==> src/rtl/deserializer_pkg.sv <==
// rtl/deserializer_pkg.sv - shared widths, burst-length floor and FSM state type for the deserializer
package deserializer_pkg;

    localparam int DEFAULT_DATA_BUS_WIDTH = 16;
    localparam int DEFAULT_DATA_MOD_WIDTH = 4;

    // Shorter bursts are treated as line noise and dropped.
    localparam int MIN_BURST_LEN = 3;

    typedef enum logic {
        IDLE_S = 1'b0,
        RECV_S = 1'b1
    } state_t;

endpackage

==> src/rtl/deser_shift_buf.sv <==
// rtl/deser_shift_buf.sv - indexed bit-insertion buffer that assembles the parallel word
module deser_shift_buf #(
    parameter int WIDTH = 16,
    parameter int IDX_W = 4
) (
    input  logic             clk_i,
    input  logic             clear_i,
    input  logic             wr_en_i,
    input  logic             bit_i,
    input  logic [IDX_W-1:0] idx_i,
    output logic [WIDTH-1:0] word_o,
    output logic [WIDTH-1:0] word_ins_o
);

    logic [WIDTH-1:0] word_q;

    always_ff @(posedge clk_i) begin
        if (clear_i) begin
            word_q <= '0;
        end else if (wr_en_i) begin
            word_q[idx_i] <= bit_i;
        end
    end

    // Word as it would look with the current bit inserted; lets the owner
    // emit a completed word on the same edge the buffer is cleared.
    always_comb begin
        word_ins_o = word_q;
        word_ins_o[idx_i] = bit_i;
    end

    assign word_o = word_q;

endmodule

==> src/rtl/deserializer.sv <==
// rtl/deserializer.sv - serial-to-parallel burst collector; DESERIALIZER_ERR_EN adds the err_o discard flag
module deserializer
    import deserializer_pkg::*;
#(
    parameter int DATA_BUS_WIDTH = DEFAULT_DATA_BUS_WIDTH,
    parameter int DATA_MOD_WIDTH = DEFAULT_DATA_MOD_WIDTH
) (
    input  logic                      clk_i,
    input  logic                      srst_i,
    input  logic                      ser_data_i,
    input  logic                      ser_data_val_i,
    output logic [DATA_BUS_WIDTH-1:0] deser_data_o,
    output logic [DATA_MOD_WIDTH-1:0] deser_data_mod_o,
    output logic                      deser_data_val_o,
`ifdef DESERIALIZER_ERR_EN
    output logic                      err_o,
`endif
    output logic                      busy_o
);

    localparam int CNT_W = DATA_MOD_WIDTH + 1;
    localparam int IDX_W = (DATA_BUS_WIDTH > 1) ? $clog2(DATA_BUS_WIDTH) : 1;
    localparam logic [CNT_W-1:0] LAST_CNT = CNT_W'(DATA_BUS_WIDTH - 1);
    localparam logic [CNT_W-1:0] MIN_CNT  = CNT_W'(MIN_BURST_LEN);

    state_t                state_q, state_d;
    logic [CNT_W-1:0]      cnt_q, cnt_d;
    logic                  buf_we, buf_clr;
    logic [IDX_W-1:0]      buf_idx;
    logic [DATA_BUS_WIDTH-1:0] buf_word, buf_ins;
    logic                  emit, emit_full;
`ifdef DESERIALIZER_ERR_EN
    logic                  discard;
`endif

    // cnt_q is 0 in IDLE_S, so one expression covers both states.
    assign buf_idx = IDX_W'(LAST_CNT - cnt_q);

    deser_shift_buf #(
        .WIDTH (DATA_BUS_WIDTH),
        .IDX_W (IDX_W)
    ) u_shift_buf (
        .clk_i      (clk_i),
        .clear_i    (buf_clr | srst_i),
        .wr_en_i    (buf_we),
        .bit_i      (ser_data_i),
        .idx_i      (buf_idx),
        .word_o     (buf_word),
        .word_ins_o (buf_ins)
    );

    always_ff @(posedge clk_i) begin
        if (srst_i) begin
            state_q <= IDLE_S;
            cnt_q   <= '0;
        end else begin
            state_q <= state_d;
            cnt_q   <= cnt_d;
        end
    end

    always_comb begin
        state_d   = state_q;
        cnt_d     = cnt_q;
        buf_we    = 1'b0;
        buf_clr   = 1'b0;
        emit      = 1'b0;
        emit_full = 1'b0;
`ifdef DESERIALIZER_ERR_EN
        discard   = 1'b0;
`endif
        case (state_q)
            IDLE_S: begin
                if (ser_data_val_i) begin
                    buf_we  = 1'b1;
                    cnt_d   = CNT_W'(1);
                    state_d = RECV_S;
                end
            end
            RECV_S: begin
                if (ser_data_val_i) begin
                    buf_we = 1'b1;
                    if (cnt_q == LAST_CNT) begin
                        emit      = 1'b1;
                        emit_full = 1'b1;
                        buf_clr   = 1'b1;
                        cnt_d     = '0;
                        state_d   = IDLE_S;
                    end else begin
                        cnt_d = cnt_q + CNT_W'(1);
                    end
                end else begin
                    buf_clr = 1'b1;
                    cnt_d   = '0;
                    state_d = IDLE_S;
                    if (cnt_q >= MIN_CNT) begin
                        emit = 1'b1;
                    end
`ifdef DESERIALIZER_ERR_EN
                    else begin
                        discard = 1'b1;
                    end
`endif
                end
            end
            default: begin
                state_d = IDLE_S;
                cnt_d   = '0;
                buf_clr = 1'b1;
            end
        endcase
    end

    // Output word and mod hold between strobes; a full word reports mod 0.
    always_ff @(posedge clk_i) begin
        if (srst_i) begin
            deser_data_o     <= '0;
            deser_data_mod_o <= '0;
            deser_data_val_o <= 1'b0;
        end else begin
            deser_data_val_o <= emit;
            if (emit) begin
                deser_data_o     <= emit_full ? buf_ins : buf_word;
                deser_data_mod_o <= emit_full ? '0 : cnt_q[DATA_MOD_WIDTH-1:0];
            end
        end
    end

`ifdef DESERIALIZER_ERR_EN
    always_ff @(posedge clk_i) begin
        if (srst_i) begin
            err_o <= 1'b0;
        end else begin
            err_o <= discard;
        end
    end
`endif

    assign busy_o = (state_q == RECV_S);

endmodule

==> config.mk <==
export PLATFORM = sky130hd
export DESIGN_NAME = deserializer
export DESIGN_NICKNAME = d
export VERILOG_FILES = /design/src/rtl/deserializer_pkg.sv /design/src/rtl/deser_shift_buf.sv /design/src/rtl/deserializer.sv
export SDC_FILE = /design/constraint.sdc
export NUM_CORES = 1
export LEC_CHECK = 0
export CAP_MARGIN = 10
export CORE_ASPECT_RATIO = 1.2
export CORE_UTILIZATION = 60
export DETAILED_ROUTE_END_ITERATION = 8
export PLACE_DENSITY = 0.84
export SYNTH_ARGS = -nofsm -noshare
export SYNTH_HDL_FRONTEND = slang
export SYNTH_HIERARCHICAL = 1
export SYNTH_SLANG_ARGS = --single-unit
==> constraint.sdc <==
create_clock -name clk_i -period 3.1 [get_ports clk_i]
set_clock_uncertainty 0.1 [all_clocks]
set_input_delay 0.62 -clock clk_i [delete_from_list [all_inputs] [get_ports clk_i]]
set_output_delay 0.62 -clock clk_i [all_outputs]
set_load 0.05 [all_outputs]
==> results of run 1 <==
-- where the power goes --
group,switching (mW),total [mW],internal (mW)
sequential,0.00919,0.572,0.563
clock,0.198,0.352,0.154
combinational,0.0871,0.132,0.0452
-- worst register-to-register path, delay by kind of cell (launching register included) --
kind            cells  cell delay [ps]
simple gates        2             1000
compound gates      2              310
flops               1              480
fa+ha+maj           1              280
-- per-layer routing --
layer / GRT usage / share of wire / routed length, um / up-vias
li1: - / - / - / 946
met1: 0.340 / 0.43 / 2170 / 878
met2: 0.449 / 0.50 / 2520 / 51
met3: 0.0439 / 0.032 / 160 / 16
met4: 0.124 / 0.035 / 176 / 0
met5: 0 / 0 / 0 / -
-- state kept, by name, indices dropped and copies added (netlist names) --
register            count
deser_data_mod_o        4
deser_data_o           16
busy_o                  1
cnt_q                   5
deser_data_val_o        1
u_shift_buf/word_o     16
-- cells in the mapped netlist (5+ instances only) --
| cell | n |
|---|---|
| dfxtp_1 | 43 |
| mux2i_1 | 29 |
| a21oi_1 | 27 |
| nand2b_1 | 19 |
| nand2_1 | 13 |
| nor2_1 | 11 |
| a211oi_2 | 10 |
| nand3_1 | 10 |
| o21ai_0 | 9 |
| a211oi_1 | 8 |
| clkbuf_1 | 7 |
| mux2_1 | 7 |
| mux2_2 | 7 |
| nor3_1 | 6 |
| buf_6 | 5 |
| inv_1 | 5 |
| nand4_1 | 5 |
-- how the worst max path moves through the flow --
stage | from | endpoint | depth (start not counted)
final | ser_data_val_i | deser_data_o[3]$_SDFFE_PP0P_ | 5
after global routing | ser_data_val_i | u_shift_buf/word_o[2]$_SDFFE_PP0P_ | 6
after CTS | busy_o$_SDFF_PP0_ | busy_o | 1
after detailed placement | ser_data_val_i | deser_data_o[2]$_SDFFE_PP0P_ | 5
after global placement | ser_data_val_i | deser_data_o[0]$_SDFFE_PP0P_ | 5
after floorplan | cnt_q[0]$_SDFFE_PP0P_ | u_shift_buf/word_o[0]$_SDFFE_PP0P_ | 7
-- kinds of logic (layout without fill, tap and decap cells) --
group / after synthesis / in the layout / synth area share
AND/OR/NAND/NOR: 81 / 81 / 0.199
multiplexers: 45 / 45 / 0.202
AO/OA/AOI/OAI: 59 / 59 / 0.172
buffers and inverters: 22 / 41 / 0.0567
flip-flops: 43 / 43 / 0.365
adder cells (fa/ha/maj): 1 / 1 / 0.00530
-- stage by stage --
step	instances	utilization	hold WS [ps]
final	322	0.722	385
after global routing	322	0.722	413
after CTS	322	0.722	388
after detailed placement	314	0.700	376
after global placement	314	0.700	373
after floorplan	251	-	361
-- final cells by class --
type	count	area, um^2
Timing Repair Buffer	28	273
Sequential cell	43	861
Inverter	5	18.8
Tap cell	52	65.1
Fill cell	289	1030
Multi-Input combinational cell	186	1370
Clock inverter	3	15.0
Clock buffer	5	68.8
==> flow_summary.yaml, run 1 <==
status:
  status: "finished clean"
synth:
  synth_fp_nets: 256
  ys_seq_area_frac: 0.365
  yosysTopAreaCell: "dfxtp_1"
  synth_edf_count: 0
  synthFlopType: "dfxtp_1"
  ys_ff_latch: 43
  syn_avg_cell_area_um2: 9.41
  syn_area_mm2: 0.00236
  synth_area_leaders: "dfxtp_1, mux2i_1, a21oi_1, a211oi_2, nand2b_1"
  ys_types: 38
  yosysWarnings: 6
  synth.top_cell.area_share: 0.365
  synth-async-reset-ratio: 0
  synth_cells: 251
power_and_ir_drop:
  max-vdd-ir-drop_mv: 0.285
  p_per_area_mw_per_mm2: 396
  p_leak_nw: 1.09
  total_power_mw: 1.06
grt:
  grt_max_degree: 28
  grt_pass1_vias: 1857
  antenna_found_initial: 0
  track_usage: 0.272
  overflow: 0
  grt_pass1_wl_um: 8780
sta:
  setup_ws_ps: 737
  setup_violations: 0
  fmax_ghz: 0.423
  tightest_slew_ps: 818
  fin_crit_sh: 0.762
  hold_viol: 0
  min_period_ps: 2360
  finalMaxSlewViolations: 0
  rsz0062_at_grt: "no"
  timing.slew.headroom: 0.454
  finalSetupTns_ps: 0
setup_path:
  r2r_cells: 5
  critPathLaunchType: "input port"
  crit_chain: "clkdlybuf4s50_1 > a21oi_1 > and2_1 > nor2_2 > a211oi_1"
  critPathMaxFanout: 16
  slowest_delay_ps: 640
  crit_arrival_ps: 2410
  crit_slowest_cell: "clkdlybuf4s50_1"
  crit_path_end_kind: "flop"
  rrSetupSlack_ps: 780
  critical_path_required_ps: 3150
  timing.rr.start: "cnt_q[0]$_SDFFE_PP0P_"
  path_buf_inv: 1
  crit_family: "simple AND/OR/NAND/NOR gates"
  path_class: "in2reg"
  r2r_end: "deser_data_o[3]$_SDFFE_PP0P_"
clock_network:
  clk-insertion-delay-late_ps: 300
  cts_hold_buffers: 0
  cts_tree: "yes"
  postCtsSetupBuffers: 0
  cts_buffers: 5
  cts_resized: 0
  cts.clk_slew.worst_paths_ps: 80
  ctsLongestPathBuffers: 2
  cts_max_level: 2
  cts_root_buf: "clkbuf_8"
  clock_sinks: 43
min_path:
  hp-start: "deser_data_mod_o[2]$_SDFFE_PP0P_"
  hold_end: "deser_data_mod_o[2]$_SDFFE_PP0P_"
  hold_depth: 2
  hold_path.class: "reg2reg"
placed_design:
  dp_hpwl_um: 3520
  gp_congestion: 0.819
  io_buffers: 25
  placed_area_mm2: 0.00258
  dp_worst_setup_slack_ps: 444
detailed_routing:
  vias_per_cell: 5.87
  drt_iter0_markers: 159
  drt-total-wl_um: 5030
  firstDrtPassIters: 4
  drc: 0
  wl_per_cell_um: 15.6
  vias: 1891
  ant_nets: 0
layout:
  drive_above_1_share: 0.148
  layout_commonest_cell: "dfxtp_1"
  diodes: 0
  areaGrowthSynthToFinish_pct: 13.0
  final_cell_mix: "dfxtp_1, mux2i_1, a21oi_1"
  design_area_mm2: 0.00267
  nets: 274
floorplanning:
  ios: 26
  start_util: 0.639
  fp.coreArea_mm2: 0.00369
  die-area_mm2: 0.00419
  die_w_um: 59.3
  rows: 24
  die_y_um: 70.7
job:
  drv_cap: 0
Note: power is estimated with default switching activity, not from simulation.
==> inputs of run 2 (changes only) <==
--- a/config.mk
+++ b/config.mk
@@ -7,9 +7,9 @@
 export LEC_CHECK = 0
 export CAP_MARGIN = 10
 export CORE_ASPECT_RATIO = 1.2
-export CORE_UTILIZATION = 60
+export CORE_UTILIZATION = 50
 export DETAILED_ROUTE_END_ITERATION = 8
-export PLACE_DENSITY = 0.84
+export PLACE_DENSITY = 0.75
 export SYNTH_ARGS = -nofsm -noshare
 export SYNTH_HDL_FRONTEND = slang
 export SYNTH_HIERARCHICAL = 1
==> constraint.sdc (replaced) <==
create_clock -name clk_i -period 2 [get_ports clk_i]
set_clock_uncertainty 0.1 [all_clocks]
set_input_delay 0.4 -clock clk_i [delete_from_list [all_inputs] [get_ports clk_i]]
set_output_delay 0.4 -clock clk_i [all_outputs]
set_load 0.05 [all_outputs]
==> run 2 against run 1 <==
Net effect:
- clock-buffer cell count rose by 3
- sequential share of layout area fell by 2.4 points
- die area rose by 19%
- total power rose by 64%
- worst hold slack got worse by 4.1 ps
- critical endpoint is now deser_data_o[14]
- largest cell class unchanged
==> flow_summary.yaml, run 2 (synthesis gave the netlist of run 1 again) <==
status:
  status: "finished clean"
layout:
  fin_cells: 346
  diodes: 0
  nets: 292
  layout_commonest_cell: "dfxtp_1"
  fillers: 409
  areaGrowthSynthToFinish_pct: 22.1
  drive_above_1_share: 0.205
  final_cell_mix: "dfxtp_1, mux2i_1, a21oi_1"
detailed_routing:
  vias_per_cell: 5.82
  ant_nets: 0
  drt_iter0_markers: 110
  drc: 0
  drt-total-wl_um: 5680
  firstDrtPassIters: 4
  vias: 2014
  wl_per_cell_um: 16.4
setup_path:
  crit_family: "buffers and inverters"
  crit_path_end_kind: "primary output"
  path_class: "reg2out"
  crit_path_start: "deser_data_o[14]$_SDFFE_PP0P_"
  critPathMaxFanout: 2
  critPathLaunchType: "flop"
  crit_arrival_ps: 1460
  critical_path_required_ps: 1500
  timing.rr.start: "cnt_q[0]$_SDFFE_PP0P_"
  slowest_delay_ps: 810
  crit_slowest_cell: "clkdlybuf4s50_1"
  path_buf_inv: 1
  crit_chain: "clkdlybuf4s50_1"
power_and_ir_drop:
  p_leak_nw: 1.25
  p_per_area_mw_per_mm2: 601
  max-vdd-ir-drop_mv: 0.490
min_path:
  hold_path.class: "reg2reg"
  hp-start: "deser_data_mod_o[2]$_SDFFE_PP0P_"
clock_network:
  cts.clk_slew.worst_paths_ps: 80
  postCtsSetupBuffers: 0
  cts_max_level: 2
  clk-insertion-delay-late_ps: 290
  clock_sinks: 43
  ctsLongestPathBuffers: 2
  cts_buffers: 5
  cts_root_buf: "clkbuf_8"
  cts_tree: "yes"
grt:
  grt_pass1_wl_um: 9260
  grt_pass1_vias: 1876
  antenna_found_initial: 0
  overflow: 0
  grt_max_degree: 28
  track_usage: 0.242
sta:
  finalMaxSlewViolations: 0
  hold_slack_ps: 381
  fin_crit_sh: 0.982
  hold_viol: 0
  timing.slew.headroom: 0.622
  min_period_ps: 1960
  tightest_slew_ps: 566
  fmax_ghz: 0.509
  setup_violations: 0
  rsz0062_at_grt: "no"
  setup_ws_ps: 36.6
placed_design:
  place_inst: 338
  io_buffers: 25
  gp_congestion: 0.874
  dp_worst_setup_slack_ps: -108
  dp_hpwl_um: 3970
floorplanning:
  ios: 26
  die_y_um: 77.3
  fp.coreArea_mm2: 0.00456
  start_util: 0.518
  rows: 27
  die_w_um: 64.7
  die-area_mm2: 0.00500
job:
  drv_cap: 0
run 2: through the flow:
step / TNS (ps) / power, mW / utilization / cell area (um^2)
2_1_floorplan: 0 / 1.06 / - / 2360
6_report: 0 / 1.73 / 0.632 / 2880
5_1_grt: 0 / 1.81 / 0.632 / 2880
4_1_cts: 0 / 1.75 / 0.630 / 2870
3_3_place_gp: -835 / 1.14 / 0.608 / 2770
3_5_place_dp: -1860 / 1.15 / 0.608 / 2770
run 2: per-layer routing:
metal | track usage | part of all wire | vias to the layer above
met5 | 0 | 0 | -
met4 | 0.102 | 0.026 | 0
met3 | 0.0476 | 0.029 | 11
met2 | 0.423 | 0.52 | 43
met1 | 0.280 | 0.43 | 980
li1 | - | - | 980
run 2: where the power goes:
group / internal [mW] / switching, mW / total, mW
clock network: 0.315 / 0.292 / 0.607
registers: 0.872 / 0.0125 / 0.885
logic: 0.0955 / 0.147 / 0.242
run 2: worst paths after layout:
| check | slack (ps) | depth (start not counted) | end |
|---|---|---|---|
| hold / removal | 380 | 2 | deser_data_mod_o[2]$_SDFFE_PP0P_ |
| hold reg to reg | 380 | 2 | deser_data_mod_o[2]$_SDFFE_PP0P_ |
| setup reg to reg | 110 | 7 | u_shift_buf/word_o[5]$_SDFFE_PP0P_ |
| setup / recovery | 40 | 1 | deser_data_o[14] |
run 2: final cells by class:
cell class / count / area, um^2 / area share
timing repair buffer: 46 / 463 / 0.161
tap: 58 / 72.6 / 0.0252
inverter: 5 / 18.8 / 0.00651
multi-input combinational: 186 / 1370 / 0.474
sequential: 43 / 861 / 0.299
clock buffer: 8 / 100 / 0.0347
run 2: repair_timing:
action | in CTS | in global routing
endpoints found under the setup margin | 0 | 7
hold buffers | 0 | 0
gates resized for setup | 0 | 4
==> inputs of run 3 (changes only) <==
--- a/config.mk
+++ b/config.mk
@@ -7,9 +7,10 @@
 export LEC_CHECK = 0
 export CAP_MARGIN = 10
 export CORE_ASPECT_RATIO = 1.2
-export CORE_UTILIZATION = 50
+export CORE_UTILIZATION = 53
+export CTS_BUF_LIST = sky130_fd_sc_hd__clkbuf_2 sky130_fd_sc_hd__clkbuf_4 sky130_fd_sc_hd__clkbuf_8
 export DETAILED_ROUTE_END_ITERATION = 8
-export PLACE_DENSITY = 0.75
+export PLACE_DENSITY = 0.79
 export SYNTH_ARGS = -nofsm -noshare
 export SYNTH_HDL_FRONTEND = slang
 export SYNTH_HIERARCHICAL = 1
==> constraint.sdc (replaced) <==
create_clock -name clk_i -period 1.7 [get_ports clk_i]
set_clock_uncertainty 0.1 [all_clocks]
set_input_delay 0.34 -clock clk_i [delete_from_list [all_inputs] [get_ports clk_i]]
set_output_delay 0.34 -clock clk_i [all_outputs]
set_load 0.05 [all_outputs]
==> run 3 against run 2 <==
Net effect:
- the flow now finishes with violations (negative setup slack)
- total power rose by 22%
- final cell count rose by 10%
- critical path type is now reg2reg
- largest cell class unchanged
- clock power rose by 12%
- clock-buffer cell count fell by 3
- sequential power rose by 18%
- register-to-register slack got worse by 310 ps
- largest power group unchanged
==> flow_summary.yaml, run 3 (synthesis gave the netlist of run 1 again) <==
layout:
  final_cell_mix: "buf_4, dfxtp_1, a21oi_1"
  drive_above_1_share: 0.505
  areaGrowthSynthToFinish_pct: 47.7
  nets: 329
  fillers: 260
  diodes: 0
  layout_commonest_cell: "buf_4"
  final_util: 0.818
sta:
  hold_viol: 0
  fmax_ghz: 0.526
  fin_crit_sh: 1.12
  setup_violations: 33
  finalMaxSlewViolations: 0
  min_period_ps: 1900
  timing.slew.headroom: 0.696
  rsz0062_at_grt: "yes"
  hold_slack_ps: 366
  finalSetupTns_ps: -3700
  tightest_slew_ps: 452
  setup_ws_ps: -201
job:
  drv_cap: 0
setup_path:
  crit_path_end_kind: "flop"
  critical_path_cell_count: 7
  r2r_cells: 7
  critPathMaxFanout: 6
  crit_family: "multiplexers"
  rrSetupSlack_ps: -200
  crit_arrival_ps: 1990
  path_buf_inv: 2
  slowest_delay_ps: 380
  crit_chain: "clkinvlp_4 > buf_4 > nor2_2 > and3_1 > mux2_1 > mux2i_1 > a211oi_2"
  crit_slowest_cell: "dfxtp_4"
  critPathLaunchType: "flop"
  path_class: "reg2reg"
  critical_path_required_ps: 1790
min_path:
  hold_depth: 2
  hold_path.class: "reg2reg"
grt:
  grt_pass1_wl_um: 11200
  overflow: 0
  track_usage: 0.314
  grt_pass1_vias: 2240
  antenna_found_initial: 0
  grt_max_degree: 28
detailed_routing:
  vias: 2437
  vias_per_cell: 6.40
  ant_nets: 0
  drt-total-wl_um: 8400
  wl_per_cell_um: 22.0
  drt_iter0_markers: 213
  drc: 0
  firstDrtPassIters: 5
clock_network:
  clk-insertion-delay-late_ps: 310
  cts_buffers: 5
  cts_root_buf: "clkbuf_8"
  ctsLongestPathBuffers: 2
  cts_hold_buffers: 0
  cts_max_level: 2
  clock_sinks: 43
  cts_tree: "yes"
  cts.clk_slew.worst_paths_ps: 100
floorplanning:
  die_y_um: 75.1
  die_w_um: 62.9
  die-area_mm2: 0.00473
  start_util: 0.554
  rows: 26
  fp.coreArea_mm2: 0.00426
  ios: 26
status:
  status: "finished with violations"
  violations: "negative setup slack"
placed_design:
  gp_congestion: 0.863
  io_buffers: 25
  dp_hpwl_um: 4120
power_and_ir_drop:
  p_leak_nw: 1.51
  p_per_area_mw_per_mm2: 607
  max-vdd-ir-drop_mv: 0.625
==> run 3: cell count changes in the layout (fill, tap and decap cells not counted), moves of 4 or more <==
cell / before / now
o21ai_0: 9 / 4
nor3_1: 6 / 1
mux2i_2: 0 / 5
nand2b_1: 19 / 7
dfxtp_1: 43 / 38
nor3_2: 0 / 4
nand2b_4: 0 / 13
mux2i_1: 29 / 23
buf_6: 0 / 7
buf_4: 18 / 60
clkdlybuf4s50_1: 21 / 3
==> run 3: area by class of cell <==
| class | instances | area [um^2] | area share |
|---|---|---|---|
| well taps | 56 | 70.1 | 0.0201 |
| repair buffers | 79 | 747 | 0.214 |
| clock buffers | 5 | 68.8 | 0.0197 |
| flip-flops and latches | 43 | 875 | 0.251 |
| inverters | 5 | 26.3 | 0.00753 |
| multi-input cells | 190 | 1680 | 0.482 |
| clock inverters | 3 | 18.8 | 0.00538 |
==> run 3: what timing repair did <==
| item | CTS | global route |
|---|---|---|
| pin swaps | 5 | 9 |
| setup endpoints to repair | 33 | 37 |
| cloned | 5 | 1 |
| gates resized for setup | 39 | 33 |
| buffers inserted | 13 | 5 |
==> run 3: stage by stage <==
step / total power [mW] / instances / cell area [um^2] / setup slack, ps
6_report: 2.12 / 381 / 3490 / -201
3_5_place_dp: 1.36 / 351 / 2880 / -339
4_1_cts: 2.07 / 377 / 3330 / -120
3_3_place_gp: 1.36 / 351 / 2880 / -301
2_1_floorplan: 1.25 / 251 / 2420 / 5.24
5_1_grt: 2.17 / 381 / 3490 / -242
==> run 3: worst paths after layout <==
| check | startpoint | endpoint |
|---|---|---|
| worst max register to register | cnt_q[0]$_SDFFE_PP0P_ | deser_data_o[12]$_SDFFE_PP0P_ |
| worst max-delay path | cnt_q[0]$_SDFFE_PP0P_ | deser_data_o[12]$_SDFFE_PP0P_ |
| worst min-delay path | deser_data_mod_o[0]$_SDFFE_PP0P_ | deser_data_mod_o[0]$_SDFFE_PP0P_ |
| worst min register to register | deser_data_mod_o[0]$_SDFFE_PP0P_ | deser_data_mod_o[0]$_SDFFE_PP0P_ |
==> run 3: per-layer routing <==
| metal | part of all wire | up-vias | wire length, um | global-route usage |
|---|---|---|---|---|
| li1 | - | 1065 | - | - |
| met1 | 0.36 | 1167 | 3060 | 0.345 |
| met2 | 0.52 | 159 | 4360 | 0.566 |
| met3 | 0.062 | 46 | 520 | 0.0697 |
| met4 | 0.055 | 0 | 458 | 0.176 |
| met5 | 0 | - | 0 | 0 |
==> run 3: power by group <==
group,internal [mW],leakage (nW),switching [mW]
Combinational,0.176,1.12,0.224
Clock,0.288,0.0445,0.389
Sequential,1.02,0.351,0.0159
Total,1.49,1.51,0.629
==> run 3: worst register-to-register path: stages (launching register included) <==
cell and delay, ps:
dfxtp_4 380, clkinvlp_4 160, buf_4 210, nor2_2 160, and3_1 190, mux2_1 330
mux2i_1 180, a211oi_2 90
